## src/rtl/seq_slice_comparator_if.sv

```systemverilog
// Operand/result handshake bundle for seq_slice_comparator.
// Handshake: an operand set moves when in_valid && in_ready at a rising edge; a result moves when out_valid && out_ready.
interface seq_slice_comparator_if #(
    parameter int WIDTH = 32
) ();
    logic             in_valid;
    logic             in_ready;
    logic [WIDTH-1:0] a;
    logic [WIDTH-1:0] b;
    logic             signed_mode;
    logic             flush;
    logic             out_valid;
    logic             out_ready;
    logic             eq;
    logic             gt;
    logic             lt;

    // Driven by the comparator.
    modport slave (
        input  in_valid, a, b, signed_mode, flush, out_ready,
        output in_ready, out_valid, eq, gt, lt
    );

    // Driven by the operand producer / result consumer.
    modport master (
        output in_valid, a, b, signed_mode, flush, out_ready,
        input  in_ready, out_valid, eq, gt, lt
    );
endinterface

```

## src/rtl/seq_slice_comparator.sv

```systemverilog
// Sequential magnitude comparator: SLICE bits per cycle, MSB slice first, unsigned or signed.
// Define SEQ_CMP_EARLY_EXIT_EN to finish on the first differing slice instead of always scanning all slices.
module seq_slice_comparator #(
    parameter int WIDTH = 32,
    parameter int SLICE = 4
) (
    input  logic                 clk,
    input  logic                 rst_n,
    seq_slice_comparator_if.slave bus,
    output logic [1:0]           state_o
);

    localparam int NUM_SLICES = WIDTH / SLICE;
    localparam int IDX_W      = (NUM_SLICES > 1) ? $clog2(NUM_SLICES) : 1;
    localparam logic [IDX_W-1:0] TOP_IDX  = IDX_W'(NUM_SLICES - 1);
    localparam logic [SLICE-1:0] MSB_MASK = SLICE'(1) << (SLICE - 1);

    if ((WIDTH % SLICE) != 0 || WIDTH < SLICE) begin : g_param_check
        $error("seq_slice_comparator: WIDTH must be a positive multiple of SLICE");
    end

    typedef enum logic [1:0] {
        S_IDLE    = 2'd0,
        S_COMPARE = 2'd1,
        S_DONE    = 2'd2
    } state_e;

    state_e                             state_q;
    logic [NUM_SLICES-1:0][SLICE-1:0]   a_q;
    logic [NUM_SLICES-1:0][SLICE-1:0]   b_q;
    logic                               signed_q;
    logic [IDX_W-1:0]                   idx_q;
    logic                               decided_q;
    logic                               dgt_q;
    logic                               dlt_q;
    logic                               eq_q;
    logic                               gt_q;
    logic                               lt_q;
    logic                               in_ready_q;
    logic                               out_valid_q;

    logic [SLICE-1:0] slice_a;
    logic [SLICE-1:0] slice_b;
    logic             slice_gt;
    logic             slice_lt;
    logic             decided_d;
    logic             gt_d;
    logic             lt_d;
    logic             finish_d;

    always_comb begin
        slice_a = a_q[idx_q];
        slice_b = b_q[idx_q];
        // Flipping the sign bit maps two's-complement order onto unsigned order.
        if (signed_q && (idx_q == TOP_IDX)) begin
            slice_a = slice_a ^ MSB_MASK;
            slice_b = slice_b ^ MSB_MASK;
        end
        slice_gt  = (slice_a > slice_b);
        slice_lt  = (slice_a < slice_b);
        decided_d = decided_q | slice_gt | slice_lt;
        gt_d      = decided_q ? dgt_q : slice_gt;
        lt_d      = decided_q ? dlt_q : slice_lt;
`ifdef SEQ_CMP_EARLY_EXIT_EN
        finish_d  = (idx_q == '0) || slice_gt || slice_lt;
`else
        finish_d  = (idx_q == '0);
`endif
    end

    always_ff @(posedge clk or negedge rst_n) begin
        if (!rst_n) begin
            state_q     <= S_IDLE;
            a_q         <= '0;
            b_q         <= '0;
            signed_q    <= 1'b0;
            idx_q       <= '0;
            decided_q   <= 1'b0;
            dgt_q       <= 1'b0;
            dlt_q       <= 1'b0;
            eq_q        <= 1'b0;
            gt_q        <= 1'b0;
            lt_q        <= 1'b0;
            in_ready_q  <= 1'b1;
            out_valid_q <= 1'b0;
        end else if (bus.flush) begin
            // Abort drops the operation but leaves the last published result intact.
            state_q     <= S_IDLE;
            in_ready_q  <= 1'b1;
            out_valid_q <= 1'b0;
        end else begin
            case (state_q)
                S_IDLE: begin
                    if (bus.in_valid) begin
                        a_q        <= bus.a;
                        b_q        <= bus.b;
                        signed_q   <= bus.signed_mode;
                        idx_q      <= TOP_IDX;
                        decided_q  <= 1'b0;
                        dgt_q      <= 1'b0;
                        dlt_q      <= 1'b0;
                        in_ready_q <= 1'b0;
                        state_q    <= S_COMPARE;
                    end
                end
                S_COMPARE: begin
                    decided_q <= decided_d;
                    dgt_q     <= gt_d;
                    dlt_q     <= lt_d;
                    if (finish_d) begin
                        // Outputs change only here, so they are one-hot for the whole DONE period.
                        eq_q        <= ~decided_d;
                        gt_q        <= gt_d;
                        lt_q        <= lt_d;
                        out_valid_q <= 1'b1;
                        state_q     <= S_DONE;
                    end else begin
                        idx_q <= idx_q - IDX_W'(1);
                    end
                end
                S_DONE: begin
                    if (bus.out_ready) begin
                        out_valid_q <= 1'b0;
                        in_ready_q  <= 1'b1;
                        state_q     <= S_IDLE;
                    end
                end
                default: begin
                    out_valid_q <= 1'b0;
                    in_ready_q  <= 1'b1;
                    state_q     <= S_IDLE;
                end
            endcase
        end
    end

    assign bus.in_ready  = in_ready_q;
    assign bus.out_valid = out_valid_q;
    assign bus.eq        = eq_q;
    assign bus.gt        = gt_q;
    assign bus.lt        = lt_q;
    assign state_o       = state_q;

endmodule

```

## src/flat_wrapper.sv

```systemverilog
// flat-port wrapper written by rule: the top's interface ports become plain ports
module seq_slice_comparator_flat 
#(
    parameter int WIDTH = 32,
    parameter int SLICE = 4
)
  (clk, rst_n, state_o, bus_in_valid, bus_a, bus_b, bus_signed_mode, bus_flush, bus_out_ready, bus_in_ready, bus_out_valid, bus_eq, bus_gt, bus_lt);
  seq_slice_comparator_if #(.WIDTH(WIDTH)) bus_i ();
  input  logic clk;
  input  logic rst_n;
  output logic [1:0] state_o;
  input wire logic [$bits(bus_i.in_valid)-1:0] bus_in_valid;
  input wire logic [$bits(bus_i.a)-1:0] bus_a;
  input wire logic [$bits(bus_i.b)-1:0] bus_b;
  input wire logic [$bits(bus_i.signed_mode)-1:0] bus_signed_mode;
  input wire logic [$bits(bus_i.flush)-1:0] bus_flush;
  input wire logic [$bits(bus_i.out_ready)-1:0] bus_out_ready;
  output wire logic [$bits(bus_i.in_ready)-1:0] bus_in_ready;
  output wire logic [$bits(bus_i.out_valid)-1:0] bus_out_valid;
  output wire logic [$bits(bus_i.eq)-1:0] bus_eq;
  output wire logic [$bits(bus_i.gt)-1:0] bus_gt;
  output wire logic [$bits(bus_i.lt)-1:0] bus_lt;
  assign bus_i.in_valid = bus_in_valid;
  assign bus_i.a = bus_a;
  assign bus_i.b = bus_b;
  assign bus_i.signed_mode = bus_signed_mode;
  assign bus_i.flush = bus_flush;
  assign bus_i.out_ready = bus_out_ready;
  assign bus_in_ready = bus_i.in_ready;
  assign bus_out_valid = bus_i.out_valid;
  assign bus_eq = bus_i.eq;
  assign bus_gt = bus_i.gt;
  assign bus_lt = bus_i.lt;
  seq_slice_comparator #(.WIDTH(WIDTH), .SLICE(SLICE)) u_core (.clk(clk), .rst_n(rst_n), .bus(bus_i), .state_o(state_o));
endmodule
```

## config.mk

```make
export PLATFORM = sky130hd
export DESIGN_NAME = seq_slice_comparator_flat
export DESIGN_NICKNAME = d
export VERILOG_FILES = /design/src/rtl/seq_slice_comparator_if.sv /design/src/rtl/seq_slice_comparator.sv /design/src/flat_wrapper.sv
export SDC_FILE = /design/constraint.sdc
export NUM_CORES = 1
export LEC_CHECK = 0
export CAP_MARGIN = 5
export CORE_MARGIN = 2
export CORE_UTILIZATION = 60
export CTS_CLUSTER_DIAMETER = 40
export DETAILED_ROUTE_END_ITERATION = 6
export DONT_BUFFER_PORTS = 1
export PLACE_DENSITY = 0.76
export REMOVE_ABC_BUFFERS = 1
export SLEW_MARGIN = 10
export SYNTH_ARGS = -nofsm -noshare
export SYNTH_HDL_FRONTEND = slang
export SYNTH_SLANG_ARGS = --single-unit
```

## constraint.sdc

```tcl
create_clock -name clk -period 3.4 [get_ports clk]
set_clock_uncertainty 0.05 [all_clocks]
set_input_delay 0 -clock clk [delete_from_list [all_inputs] [get_ports clk]]
set_output_delay 0 -clock clk [all_outputs]
set_load 0.01 [all_outputs]
```

==> metrics.md <==
| Metric | Value |
|---|---|
| Status | completed |
| Max Freq | 0.353 GHz |
| Die Ht | 84.0 um |
| Reg2Reg Depth | 10 |
| Avg Cell Area, Syn | 15.4 sq um |
| Synth top area cells | dfrtp_1 (50%), mux2_2 (12%), mux2_4 (11%) |
| Clock Pin Slew Worst Setup and Hold Paths | 80 ps |
| Vias | 2326 |
| H-Tree Depth | 3 |
| Unique masters post-synth | 42 |
| Final hold vios | 0 |
| R2r startpoint | u_core.idx_q[0] |
| Post-CTS resize count | 0 |
| Longest Clk Path Bufs | 2 |
| Crit path capture type | flop |
| Min Hold Slack | 110 ps |
| # fillers | 381 |
| DRC | 0 |
| Yosys warnings | 0 |
| Largest net degree at the start of global routing | 79 |
| Final Max Tran Viols | 0 |
| RR Endpoint | u_core.bus.lt |
| Row count | 29 |
| DR WL met3 | 345 um |
| HP Start | bus_flush |
| TNS Setup | 0 ps |
| WHS Path Cells | 3 |
| Initial antenna violation count | 0 |
| CTS tree | yes |
| Clk sinks | 78 |
| Minimum clock period | 2830 ps |
| Post-synthesis sequential element count | 78 |
| Number of max-cap violations | 0 |
| PortBufs | 0 |
| Max-slew headroom | 55.9% |
| DRT met1 WL | 3.16 mm |
| Detailed-route vias per instance | 5.80 |
| Layout area overhead | 24.6% |
| Crit path kind | reg -> reg |
| Setup crit start kind | flop |
| Antenna viol nets, final | 0 |
| Synth top area share | 50.2% |
| Clk_lat worst skew | 340 ps |
| # nets final | 398 |
| Worst hold path type | in -> reg |
| Drt pass-1 iters | 4 |
| Die Footprint | 7050 sq um |
| Total CTS buffers | 9 |
| Mapped Cells | 249 |
| Mapped cell area | 3840 sq um |
| Max Fanout on Critical Path | 8 |
| Effective utilization at floorplan | 61.1% |
| Sequential fraction of the synthesis area | 50.9% |
| Diode count | 0 |
| Horiz. Die Dim | 84.0 um |
| I/O pins | 77 |
| Postcts setup bufs | 0 |
| Pwr Density | 583 nW/um^2 |
| Worst path arrival time | 3040 ps |
| Global-route wire length before repair | 12.8 mm |
| Vias in the first global route | 2564 |
| Unrepaired setup endpoints after global routing | no |
| Max layer used | met4 |
| Post-DP HPWL | 4.62 mm |
| GPL Wtd Cong | 0.772 |
| Worst endpoint required time | 3600 ps |
| Metal2 WL | 4.02 mm |
| Area of the multi-input gates | 1740 sq um |
| Fin crit share | 83.3% |
| Share of cells above drive strength 1 | 31.2% |
| Drt wl/cell | 19.1 um |
| Max VDD drop | 410 uV |
| Total gr overflow | 0 |
| Final setup vio count | 0 |
| Worst-Margin Slew | 661 ps |
| Cell taking the most area after synthesis | dfrtp_1 |
| Register area | 1950 sq um |
| Clk root buf | clkbuf_8 |
| Hold EP | u_core.b_q[21] |
| Final wirelength | 7.65 mm |
| # hold bufs at CTS | 71 |
| CORE AREA | 6280 sq um |
| Initial DRC count | 103 |
| Worst R2R Setup Slack | 570 ps |
| Tot GR Track Use | 23.6% |
| P_leak | 2.07 nW |
## how the worst max path moves through the flow
stage | to | cells past startpoint | slack [ps] | startpoint
global route | u_core.bus.lt | 9 | 340 | u_core.idx_q[0]
floorplan | u_core.a_q[14] | 3 | 120 | u_core.state_o[0]
detailed placement | u_core.bus.lt | 10 | 630 | u_core.idx_q[0]
CTS | u_core.bus.lt | 10 | 610 | u_core.idx_q[0]
finish | u_core.bus.lt | 10 | 570 | u_core.idx_q[0]
global placement | u_core.bus.lt | 10 | 710 | u_core.idx_q[0]
## layout make-up
cell class,instances,share of cell area (%)
inverter,3,0.236
multi-input combinational,154,36.3
clock buffer,10,2.88
clock inverter,4,1.52
tap,77,2.02
timing repair buffer,75,16.1
sequential,78,40.9
## power by group
part           internal [mW]  switching (mW)  total (mW)
logic                  0.485           0.290       0.775
clock network          0.424           0.314       0.737
registers               1.11           0.160        1.27
## placed cells by master, fill, tap and decap left out, drive strengths merged, types with 2 or more instances in the layout
| master | instances |
|---|---|
| a21oi | 11 |
| buf | 5 |
| bufinv | 2 |
| clkbuf | 10 |
| dfrtp | 77 |
| dlygate4sd3 | 70 |
| ha | 7 |
| inv | 3 |
| mux2 | 68 |
| mux2i | 3 |
| mux4 | 16 |
| nand2 | 9 |
| nand2b | 3 |
| nor2 | 8 |
| nor2b | 3 |
| o21ai | 4 |
| o31ai | 2 |
| xor2 | 2 |
## per-stage QoR
| stage | setup WS (ps) | std cells | power, mW | cell area [sq um] | utilization, % |
|---|---|---|---|---|---|
| after detailed placement | 626 | 316 | 1.97 | 3840 | 61.2 |
| after global placement | 709 | 316 | 1.95 | 3840 | 61.2 |
| after CTS | 608 | 401 | 2.80 | 4780 | 76.1 |
| final | 568 | 401 | 2.79 | 4780 | 76.1 |
| after global routing | 343 | 401 | 2.94 | 4780 | 76.1 |
| after floorplan | 116 | 235 | 1.81 | 3700 | - |
## worst max-delay path, cell delays in order, from the launching register on
cell and delay, ps:
dfrtp_1 590, buf_4 250, mux4_2 510, xor2_1 150, nand2_1 60, o21ai_1 70
ha_1 350, a21oi_1 270, and2_1 200, a21oi_1 50, o31ai_1 190
## state kept, by name, indices dropped and copies added, names as in the netlist
register and count:
u_core.bus.eq 1, u_core.idx_q 3, u_core.b_q 32, u_core.decided_q 1, u_core.bus.gt 1, u_core.bus.in_ready 1
u_core.dgt_q 1, u_core.a_q 32, u_core.signed_q 1, u_core.dlt_q 1, u_core.bus.lt 1, u_core.state_o 2
u_core.bus.out_valid 1
## Yosys cell counts, drive strengths merged
| cell | count |
|---|---|
| nor3b | 1 |
| dfrtp | 77 |
| and2 | 1 |
| nor3 | 1 |
| buf | 14 |
| nor2 | 8 |
| a21boi | 1 |
| nand2 | 9 |
| o21ai | 4 |
| a21oi | 11 |
| o2bb2ai | 1 |
| o31ai | 2 |
| o21a | 1 |
| o22ai | 1 |
| dfstp | 1 |
| a2bb2oi | 1 |
| mux2 | 68 |
| nand3b | 1 |
| o221ai | 1 |
| a32o | 1 |
| a31oi | 1 |
| o211ai | 1 |
| nand3 | 1 |
| nand4 | 1 |
| nand2b | 3 |
| mux2i | 3 |
| inv | 3 |
| a311o | 1 |
| mux4 | 16 |
| ha | 7 |
| nor2b | 3 |
| xor2 | 2 |
| o2111a | 1 |
| a22oi | 1 |
## kinds of logic (layout without fill, tap and decap cells)
family / count (synthesis) / count (layout) / synth area share [%]
flops: 78 / 78 / 50.9
simple gates: 29 / 29 / 4.21
fa+ha+maj: 7 / 7 / 2.28
compound gates: 29 / 29 / 4.96
mux: 87 / 87 / 33.4
buf+inv: 17 / 92 / 3.82
xor+xnor: 2 / 2 / 0.457
## metal layers
layer | up-vias | track usage [%]
li1 | 1075 | -
met1 | 1172 | 28.5
met2 | 65 | 41.3
met3 | 14 | 7.02
met4 | 0 | 6.60
met5 | - | 0
Power figures use the tool's default switching activity.
